`src/rtl/time_keeper.sv`:
```
// 12-hour time-of-day counter with a RUN / SET_HR / SET_MIN set mode and a minute pulse.
// Optional display blink enable is built when TIME_KEEPER_BLINK_EN is defined.
module time_keeper #(
    parameter int SEC_MAX = 59
) (
    input  logic       clk,
    input  logic       reset,
    input  logic       tick_en,
    input  logic       mode,
    input  logic       inc,
    output logic [3:0] HOURS_OUT_time,
    output logic [5:0] MINUTES_OUT_time,
    output logic       AM_PM_OUT_time,
    output logic       set_active,
    output logic       minute_pulse,
    output logic       blink
);

    typedef enum logic [1:0] {
        RUN     = 2'd0,
        SET_HR  = 2'd1,
        SET_MIN = 2'd2
    } state_t;

    localparam int SEC_W = (SEC_MAX < 2) ? 1 : $clog2(SEC_MAX + 1);
    localparam logic [SEC_W-1:0] SEC_TOP = SEC_W'(SEC_MAX);

    state_t           state_q, state_d;
    logic [SEC_W-1:0] sec_q, sec_d;
    logic [3:0]       hr_q, hr_d;
    logic [5:0]       min_q, min_d;
    logic             pm_q, pm_d;
    logic             set_active_q, set_active_d;
    logic             minute_pulse_q, minute_pulse_d;

    function automatic logic [3:0] next_hour(input logic [3:0] h);
        return (h == 4'd12) ? 4'd1 : h + 4'd1;
    endfunction

    // Crossing 11 -> 12 is where the AM/PM half of the day changes.
    function automatic logic hour_flips_half(input logic [3:0] h);
        return (h == 4'd11);
    endfunction

    function automatic logic [5:0] next_minute(input logic [5:0] m);
        return (m == 6'd59) ? 6'd0 : m + 6'd1;
    endfunction

    always_comb begin
        state_d        = state_q;
        sec_d          = sec_q;
        hr_d           = hr_q;
        min_d          = min_q;
        pm_d           = pm_q;
        minute_pulse_d = 1'b0;

        case (state_q)
            RUN: begin
                // inc has no meaning while running; a tick still lands alongside mode.
                if (tick_en) begin
                    if (sec_q == SEC_TOP) begin
                        sec_d          = '0;
                        minute_pulse_d = 1'b1;
                        min_d          = next_minute(min_q);
                        if (min_q == 6'd59) begin
                            hr_d = next_hour(hr_q);
                            if (hour_flips_half(hr_q)) begin
                                pm_d = ~pm_q;
                            end
                        end
                    end else begin
                        sec_d = sec_q + SEC_W'(1);
                    end
                end
                if (mode) begin
                    state_d = SET_HR;
                end
            end
            SET_HR: begin
                if (mode) begin
                    state_d = SET_MIN;
                end else if (inc) begin
                    hr_d = next_hour(hr_q);
                    if (hour_flips_half(hr_q)) begin
                        pm_d = ~pm_q;
                    end
                end
            end
            SET_MIN: begin
                if (mode) begin
                    state_d = RUN;
                    sec_d   = '0;
                end else if (inc) begin
                    min_d = next_minute(min_q);
                end
            end
            default: begin
                state_d = RUN;
            end
        endcase

        set_active_d = (state_d != RUN);
    end

    always_ff @(posedge clk) begin
        if (reset) begin
            state_q        <= RUN;
            sec_q          <= '0;
            hr_q           <= 4'd12;
            min_q          <= 6'd0;
            pm_q           <= 1'b0;
            set_active_q   <= 1'b0;
            minute_pulse_q <= 1'b0;
        end else begin
            state_q        <= state_d;
            sec_q          <= sec_d;
            hr_q           <= hr_d;
            min_q          <= min_d;
            pm_q           <= pm_d;
            set_active_q   <= set_active_d;
            minute_pulse_q <= minute_pulse_d;
        end
    end

    assign HOURS_OUT_time   = hr_q;
    assign MINUTES_OUT_time = min_q;
    assign AM_PM_OUT_time   = pm_q;
    assign set_active       = set_active_q;
    assign minute_pulse     = minute_pulse_q;

`ifdef TIME_KEEPER_BLINK_EN
    logic blink_q, blink_d;

    // Toggles on each second while setting; forced low whenever the next state is RUN.
    always_comb begin
        blink_d = blink_q;
        if (state_d == RUN) begin
            blink_d = 1'b0;
        end else if ((state_q != RUN) && tick_en) begin
            blink_d = ~blink_q;
        end
    end

    always_ff @(posedge clk) begin
        if (reset) begin
            blink_q <= 1'b0;
        end else begin
            blink_q <= blink_d;
        end
    end

    assign blink = blink_q & set_active_q;
`else
    assign blink = 1'b0;
`endif

endmodule
```
`config.mk`:
```
export PLATFORM = sky130hd
export DESIGN_NAME = time_keeper
export DESIGN_NICKNAME = d
export VERILOG_FILES = /design/src/rtl/time_keeper.sv
export SDC_FILE = /design/constraint.sdc
export NUM_CORES = 1
export LEC_CHECK = 0
export BUFFER_PORTS_ARGS = -buffer_cell sky130_fd_sc_hd__buf_2
export CAP_MARGIN = 20
export CORE_UTILIZATION = 49
export CTS_BUF_LIST = sky130_fd_sc_hd__clkbuf_8 sky130_fd_sc_hd__clkbuf_16
export CTS_CLUSTER_DIAMETER = 100
export CTS_CLUSTER_SIZE = 24
export DETAILED_ROUTE_END_ITERATION = 6
export PLACE_DENSITY = 0.77
export SLEW_MARGIN = 25
export SYNTH_ARGS = -nofsm -noshare
export SYNTH_HDL_FRONTEND = slang
export SYNTH_SLANG_ARGS = --single-unit
```
`constraint.sdc`:
```
create_clock -name clk -period 1.6 [get_ports clk]
set_input_delay 0.08 -clock clk [delete_from_list [all_inputs] [get_ports clk]]
set_output_delay 0.08 -clock clk [all_outputs]
set_load 0.005 [all_outputs]
```
==> results_dict.tcl <==
set metrics [dict create \
    status "complete, but fails checks" \
    violations "negative setup slack" \
    fillers 184 \
    die_area_sq_mm 0.00257 \
    routed_wl_um 3010 \
    cts_tree "done" \
    async_flop_share_pct 0 \
    drive_above_1_share_pct 41.9 \
    synth_top_family_by_area "simple AND/OR/NAND/NOR gates" \
    start_util_pct 52.4 \
    synth-edff-count 0 \
    layout.nets 182 \
    grt_use_total_pct 25.3 \
    synth_fa_ha_area_share_pct 4.31 \
    busiest_layer "met2" \
    timing.final.ws_setup_ns -0.143 \
    cp-end-kind "register" \
    p_per_area_mw_per_mm2 693 \
    synth-simple-area-share_pct 25.5 \
    core_sq_mm 0.00221 \
    avgRoutedWirePerCell_um 15.0 \
    cp-startpoint "sec_q[0]" \
    ys.flop_type "dfxtp_1" \
    finalInstanceArea_sq_mm 0.00155 \
    synth.top_cell.area_share_pct 36.2 \
    die_width_um 50.7 \
    cts_hold_buf 0 \
    leakage_nw 0.658 \
    antenna_found_initial 0 \
    grt_use_met2_pct 46.2 \
    vias 1172 \
    hold_viol_final 0 \
    grt_pass1_wl_um 4860 \
    r2r-end "sec_q[4]" \
    ys_types 43 \
    cts_buffer_depth 2 \
    place.gp.congestion 0.859 \
    peakVddDrop_uv 683 \
    pre_cts_slack_ns -0.138 \
    cts_max_level 1 \
    multiInputGateArea_sq_um 751 \
    cp_max_fo 3 \
    ys_ff_latch 21 \
    numClockSinks 21 \
    grt_max_degree 19 \
    synthXorXnorAreaFrac_pct 3.02 \
    yosysSeqAreaShare_pct 36.2 \
    first_pass_iters 4 \
    regArea_sq_um 427 \
    hpwl_um 2050 \
    critPathRequiredTime_ns 1.75 \
    drv_cap 0 \
    r2r-start "sec_q[0]" \
    fmax_mhz 574 \
    synth_nets 143 \
    path_cells "ha_4 > and3b_2 > buf_6 > a2111oi_4 > a41oi_2 > a311oi_1" \
    final_min_period_over_clock_period_pct 109 \
    fin_skew_ns 0.00373 \
    r2r_slack_ns -0.14 \
    die_h_um 50.7 \
    mostFrequentLayoutCell "buf_4" \
    slew_violations 0 \
    vias_per_cell 5.86 \
    num_rows 17 \
    grt-ovfl-total 0 \
    period_needed_ns 1.74 \
    clk-insertion-delay-late_ns 0.26 \
    crit_type "register to register" \
    min-delay-path-class "primary input to register" \
    clkSlewWorstSetupHoldPaths_ns 0.08 \
    slowest_delay_ns 0.35 \
    io_buffers 17 \
    grt_pass1_vias 1141 \
    p_total_w 0.00108 \
    rsz0062_at_grt "yes" \
    place_area_sq_mm 0.00141 \
    met3_usage_pct 3.03 \
    antennaDiodeCount 0 \
    synthMuxAreaShare_pct 2.70 \
    synth_compound_area_share_pct 22.5 \
    io_pins 19 \
    synth_top_cell_by_area "dfxtp_1" \
    final-setup-viol-count 5 \
    grt_util_met1_pct 28.0 \
    drtIter0Drc 37 \
    cp-endpoint "sec_q[4]" \
    avgSynthCellArea_sq_um 8.66 \
    syn_to_final_growth_pct 34.0 \
    syn_inst 134 \
    worstPathArrival_ns 1.90 \
    final_antenna_net_count 0 \
    synth-warning-count 0 \
    final_cell_mix "22 x buf_4, 17 x buf_2, 16 x dfxtp_1, 11 x a21oi_1" \
    clockRootBuffer "clkbuf_8" \
    synthTopCellsByArea "dfxtp_1 36%, a21oi_1 4.7%, ha_1 4.3%, nand3_1 4.3%, xnor2_1 3.0%" \
    dp_cells 191 \
    r2r_cells 6 \
    cts-buffers-inserted 3 \
    syn-cell-area_sq_mm 0.00116 \
    worst_path_max_delay_cell "a2111oi_4" \
    drc 0 \
    layout.cells.non_filler 200 \
    startpoint_type "register" \
]
## registers in the layout, indices dropped and copies added, names as in the netlist
| register | cells |
|---|---|
| AM_PM_OUT_time | 1 |
| HOURS_OUT_time | 4 |
| MINUTES_OUT_time | 6 |
| minute_pulse | 1 |
| sec_q | 6 |
| set_active | 1 |
| state_q | 2 |
## layout make-up
class                      instances  share of cell area [%]
clock buffer                       3                    2.66
inverter                           6                    1.45
multi-input combinational        100                    48.3
sequential                        21                    27.5
tap                               28                    2.25
clock inverter                     1                   0.322
timing repair buffer              41                    17.6
## synthesized netlist by cell type, drive strengths merged (3+ instances only)
master	count
a21oi	11
a22oi	3
and3	4
buf	5
dfxtp	21
ha	4
inv	6
nand2	7
nand3	10
nor2	9
nor2b	5
nor3	4
o21ai	5
o221a	3
xnor2	4
## metrics by stage
stage	utilization (%)	hold WS, ns	TNS (ns)
after floorplan	-	0.257	0
after global placement	63.7	0.418	-0.0103
after detailed placement	63.7	0.432	-0.213
after CTS	68.3	0.152	-0.370
after global routing	70.2	0.175	-1.03
final	70.2	0.161	-0.378
## repair_timing
item	in CTS	in global routing
pin swaps	8	4
endpoints found under the hold margin	0	0
resized for setup	10	7
cloned	0	0
setup endpoints to repair	11	16
setup buffers	3	2
## cell families (layout without fill, tap and decap cells)
family / count (synthesis) / count (layout)
compound gates: 34 / 34
buf+inv: 13 / 51
xor+xnor: 4 / 4
other cells: 1 / 1
fa+ha+maj: 4 / 4
flops: 21 / 21
mux: 3 / 3
simple gates: 54 / 54
## report_power, final
group	internal, W	switching, W	total (W)	leakage [nW]
logic	0.0000725	0.0000863	0.000159	0.460
registers	0.000541	0.0000237	0.000565	0.173
clock network	0.000174	0.000180	0.000353	0.0255
total	0.000787	0.000290	0.00108	0.658
## per-layer routing
metal | vias to the layer above | wire (um)
met5 | - | 0
li1 | 574 | -
met1 | 548 | 1210
met2 | 42 | 1560
met3 | 8 | 161
met4 | 0 | 79
## critical path, delay by kind of cell (launching register included)
kind	cells	cell delay (ns)
buf+inv	1	0.12
flops	1	0.34
fa+ha+maj	1	0.16
simple gates	1	0.21
compound gates	3	0.80
## worst min-delay path by stage
stage          from    endpoint  slack [ns]  cells after the start
6_report       mode  state_q[1]        0.16                      3
3_5_place_dp   mode  state_q[1]        0.43                      3
5_1_grt        mode  state_q[0]        0.17                      3
4_1_cts        mode  state_q[1]        0.15                      3
2_1_floorplan  mode  state_q[1]        0.26                      2
3_3_place_gp   mode  state_q[1]        0.42                      3
Power figures use the tool's default switching activity.
